<file path="config.mk">
export PLATFORM = sky130hd
export DESIGN_NAME = receive
export DESIGN_NICKNAME = d
export VERILOG_FILES = /design/src/rtl/receive.sv
export SDC_FILE = /design/constraint.sdc
export NUM_CORES = 1
export LEC_CHECK = 0
export CAP_MARGIN = 20
export CORE_MARGIN = 8
export CORE_UTILIZATION = 35
export DETAILED_ROUTE_END_ITERATION = 8
export PLACE_DENSITY = 0.55
export SLEW_MARGIN = 20
export SYNTH_ARGS = -nofsm -noshare
export SYNTH_HDL_FRONTEND = slang
export SYNTH_SLANG_ARGS = --single-unit
</file>
<file path="constraint.sdc">
create_clock -name clk -period 2.8 [get_ports clk]
set_clock_uncertainty 0.2 [all_clocks]
set_input_delay 0.42 -clock clk [delete_from_list [all_inputs] [get_ports clk]]
set_output_delay 0.42 -clock clk [all_outputs]
set_load 0.02 [all_outputs]
</file>
<file path="src/rtl/receive.sv">
// rtl/receive.sv - UART receiver, 8N1 with mid-bit sampling and stb/rdy byte handshake.
// Optional even-parity bit before the stop bit when PARITY_EN is defined.
module receive #(
    parameter real BAUDRATE  = 96e2,
    parameter real FREQUENCY = 12e6
) (
    input  logic       clk,
    input  logic       rst,
    input  logic       rxd,
    output logic       stb,
    output logic [7:0] dat,
    input  logic       rdy,
    output logic       err,
    output logic       ovr
);

    localparam int CYCLES = $rtoi(FREQUENCY / BAUDRATE);
    localparam int HALF   = CYCLES / 2;
    localparam int CW     = (CYCLES > 2) ? $clog2(CYCLES) : 1;

    localparam logic [CW-1:0] CNT_LAST = CW'(CYCLES - 1);
    localparam logic [CW-1:0] CNT_HALF = CW'(HALF - 1);

    typedef enum logic [2:0] {
        IDLE,
        START,
        DATA,
`ifdef PARITY_EN
        PARITY,
`endif
        STOP,
        BRK
    } state_t;

    state_t        state;
    logic [CW-1:0] cnt;
    logic [2:0]    bit_idx;
    logic [7:0]    shreg;
    logic          rx_meta;
    logic          rxs;
`ifdef PARITY_EN
    logic          par_err;
`endif

    // Presetting to 1 keeps an idle line from looking like a start bit after reset.
    always_ff @(posedge clk or negedge rst) begin
        if (!rst) begin
            rx_meta <= 1'b1;
            rxs     <= 1'b1;
        end else begin
            rx_meta <= rxd;
            rxs     <= rx_meta;
        end
    end

    always_ff @(posedge clk or negedge rst) begin
        if (!rst) begin
            state   <= IDLE;
            cnt     <= '0;
            bit_idx <= 3'd0;
            shreg   <= 8'h00;
            stb     <= 1'b0;
            dat     <= 8'h00;
            err     <= 1'b0;
            ovr     <= 1'b0;
`ifdef PARITY_EN
            par_err <= 1'b0;
`endif
        end else begin
            err <= 1'b0;
            ovr <= 1'b0;
            if (stb && rdy)
                stb <= 1'b0;

            case (state)
                IDLE: begin
                    cnt     <= '0;
                    bit_idx <= 3'd0;
                    if (!rxs)
                        state <= START;
                end

                // Half-bit check filters glitches and aligns later samples to mid-bit.
                START: begin
                    if (cnt == CNT_HALF) begin
                        cnt   <= '0;
                        state <= rxs ? IDLE : DATA;
                    end else begin
                        cnt <= cnt + 1'b1;
                    end
                end

                DATA: begin
                    if (cnt == CNT_LAST) begin
                        cnt     <= '0;
                        shreg   <= {rxs, shreg[7:1]};
                        bit_idx <= bit_idx + 3'd1;
                        if (bit_idx == 3'd7) begin
`ifdef PARITY_EN
                            state <= PARITY;
`else
                            state <= STOP;
`endif
                        end
                    end else begin
                        cnt <= cnt + 1'b1;
                    end
                end

`ifdef PARITY_EN
                PARITY: begin
                    if (cnt == CNT_LAST) begin
                        cnt     <= '0;
                        par_err <= rxs ^ (^shreg);
                        state   <= STOP;
                    end else begin
                        cnt <= cnt + 1'b1;
                    end
                end
`endif

                // Leaving at mid-stop gives half a bit to catch a back-to-back start.
                STOP: begin
                    if (cnt == CNT_LAST) begin
                        cnt <= '0;
                        if (!rxs) begin
                            err   <= 1'b1;
                            state <= BRK;
                        end
`ifdef PARITY_EN
                        else if (par_err) begin
                            err   <= 1'b1;
                            state <= IDLE;
                        end
`endif
                        else begin
                            state <= IDLE;
                            if (!stb || rdy) begin
                                dat <= shreg;
                                stb <= 1'b1;
                            end else begin
                                ovr <= 1'b1;
                            end
                        end
                    end else begin
                        cnt <= cnt + 1'b1;
                    end
                end

                BRK: begin
                    cnt <= '0;
                    if (rxs)
                        state <= IDLE;
                end

                default: state <= IDLE;
            endcase
        end
    end

endmodule
</file>
==> results.ini <==
[timing]
tightest_slew_ns = 0.8503
relSlewSlack = 0.4331
fin_ws_ns = 0.4718
drv_slew = 0
max_freq_ghz = 0.4295
post-route-min-period_ns = 2.328
hold_viol = 0
period_share = 0.8315
finalSetupViolations = 0
finalSetupTns_ns = 0
rsz0062_at_grt = false

[status]
status = finished clean

[floorplanning]
start_util = 0.3634
ios = 15
die_height_um = 89.06
fp.coreArea_um2 = 5140
die-area_um2 = 7931
die_w_um = 89.06
rows = 26

[placed_design]
place_ws_ns = 0.4794
dp_hpwl_um = 2509
place_area_um2 = 2062
port_buffers = 14
place.gp.congestion = 0.7466

[setup_path]
end_kind = register
crit_slowest_cell = a211oi_2
worstSetupPathType = reg -> reg
crit_family = simple AND/OR/NAND/NOR gates
crit_path_cell_trace = inv_1 > ha_1 > nor4bb_1 > nand3b_1 > a211oi_2 > nor3_1
worst_ep_arrival_time_ns = 2.28
worstSetupStartpointType = register
cp_max_fo = 9
worst_ep_required_time_ns = 2.75
critPathBufInv = 1
slowest_delay_ns = 0.61

[power_and_ir_drop]
p_comb_frac = 0.013
p_clk_frac = 0.496
switching_share = 0.1899
finalPower_uw = 1125
power_frac_seq = 0.491
p_leak_uw = 0.0009790
p_per_area_nw_per_um2 = 511.4
p_switching_uw = 213.6
p_int_uw = 911.2
ir_worst_vdd_mv = 0.1808

[clocking]
hold_buffers = 0
post_cts_buffers = 0
clk_pin_slew_ns = 0.08
root_buffer = clkbuf_8
tritoncts = yes
clock-sinks = 38
cts.path.max_buffers = 2
cts-buffers-inserted = 5
worstSkewPairLatency_ns = 0.29
ctsResizeCount = 0
htree_levels = 2

[drt]
drc = 0
dr_total_vias = 1247
drt_first_pass_iters = 4
routed_wl_um = 3607
postRouteAntennaNets = 0
wire_per_inst_um = 14.97
via_per_inst = 5.174
drtIter0Drc = 53

[cells_and_area]
syn_to_final_growth_pct = 17.75
fin_nets = 179
final_layout_size_suffix_gt1_frac = 0.1988
final_cell_area_um2 = 2200
antennaDiodeCount = 0

[synthesis]
avgSynthCellArea_um2 = 12.13
synth_top_area_share = 0.4823
synth_top_family_by_area = simple AND/OR/NAND/NOR gates
muxShareOfSynthArea = 0.1125
seq_area_frac_synth = 0.5104
yosys.area.top_type = dfrtp_1
synth-simple-area-share = 0.1983
yosysWarnings = 0
synth_edf_count = 0
syn_inst = 154
syn-cell-area_um2 = 1868
synth_xor_area_frac = 0.03282
yosysUniqueCellTypes = 47
synth_ff_type = dfrtp_1
ys_ff_latch = 38
synth_compound_area_frac = 0.08104
synth_fa_ha_area_frac = 0.03349
synth_fp_nets = 163
synth_area_leaders = dfrtp_1, mux2_4, mux2_2
async_reset_ff_frac = 1.000

[global_routing]
grt_pass1_wl_um = 6272
antenna_found_initial = 0
grt_pass1_vias = 1316
track_usage = 0.1031
grt_max_degree = 39
grt_overflow_total = 0

[hold_path]
hold_class = in -> async

[run]
maxCapViolations = 0

[per-stage QoR]
step             util  hold slack (ns)  std cells
4_1_cts        0.4279          0.05630        241
5_1_grt        0.4279          0.09875        241
6_report       0.4279          0.03293        241
3_3_place_gp   0.4012           0.1461        233
2_1_floorplan       -         -0.07559        154
3_5_place_dp   0.4012           0.1475        233
[cell usage after synthesis, types with 3 or more instances]
master	count
nand3_1	6
dfrtp_1	36
xor2_1	6
and3_1	3
mux2_4	8
nand2_1	3
o21ai_0	3
nor3_1	9
mux2_2	8
a211oi_1	3
nor2b_1	4
inv_1	4
nand3b_1	4
nor2_1	5
nand2b_1	3
ha_1	5
clkbuf_1	3
nand4b_1	4
[kinds of logic (layout without fill, tap and decap cells)]
| kind of cell | Yosys count | count (layout) |
|---|---|---|
| fa+ha+maj | 5 | 5 |
| simple gates | 57 | 57 |
| buf+inv | 11 | 28 |
| xor+xnor | 7 | 7 |
| flops | 38 | 38 |
| mux | 16 | 16 |
| compound gates | 20 | 20 |
[path summary, 6_finish.rpt]
path,from,slack [ns],endpoint,cells after the start
max in group asynchronous,rst,1.83,cnt[1]$_DFFE_PN0P_,1
worst min-delay path,rst,0.03,cnt[5]$_DFFE_PN0P_,1
min in group clk,rx_meta$_DFF_PN1_,0.16,rxs$_DFF_PN1_,0
worst max register to register,cnt[0]$_DFFE_PN0P_,0.47,cnt[4]$_DFFE_PN0P_,6
worst min register to register,rx_meta$_DFF_PN1_,0.16,rxs$_DFF_PN1_,0
worst max-delay path,cnt[0]$_DFFE_PN0P_,0.47,cnt[4]$_DFFE_PN0P_,6
[power groups by stage]
stage / logic (uW) / registers [uW] / clock network (uW)
after floorplan: 0.578 / 563 / 0
after global placement: 14.7 / 563 / 0
after detailed placement: 15.2 / 563 / 0
after CTS: 15.2 / 552 / 576
after global routing: 17.2 / 553 / 598
final: 14.4 / 552 / 558
[layout by cell type, fill, tap and decap left out, types with 5 or more instances in the layout]
cell type	count
clkbuf_8	5
mux2_4	8
dfrtp_1	36
nand3_1	6
nor2_1	5
ha_1	5
clkdlybuf4s50_1	13
nor3_1	9
xor2_1	6
mux2_2	8
[layer usage]
layer  global-route usage  up-vias  wire [um]
li1                     -      601          -
met1               0.1181      620       1661
met2               0.1732       22       1696
met3              0.03401        4        184
met4              0.04079        0         64
met5                    0        -          0
[layout make-up]
type	count	area, um2
clock buffers	5	68.82
inverters	4	15.01
fillers	511	2940
multi-input cells	105	855.8
repair buffers	16	150.1
clock inverters	3	68.82
well taps	70	87.58
flip-flops and latches	38	953.4
[state kept, by name, indices dropped and copies added (netlist names)]
| name | count |
|---|---|
| dat | 8 |
| state | 3 |
| rx_meta | 1 |
| shreg | 8 |
| bit_idx | 3 |
| cnt | 11 |
| ovr | 1 |
| err | 1 |
| rxs | 1 |
| stb | 1 |
(Power assumes the default switching activity.)
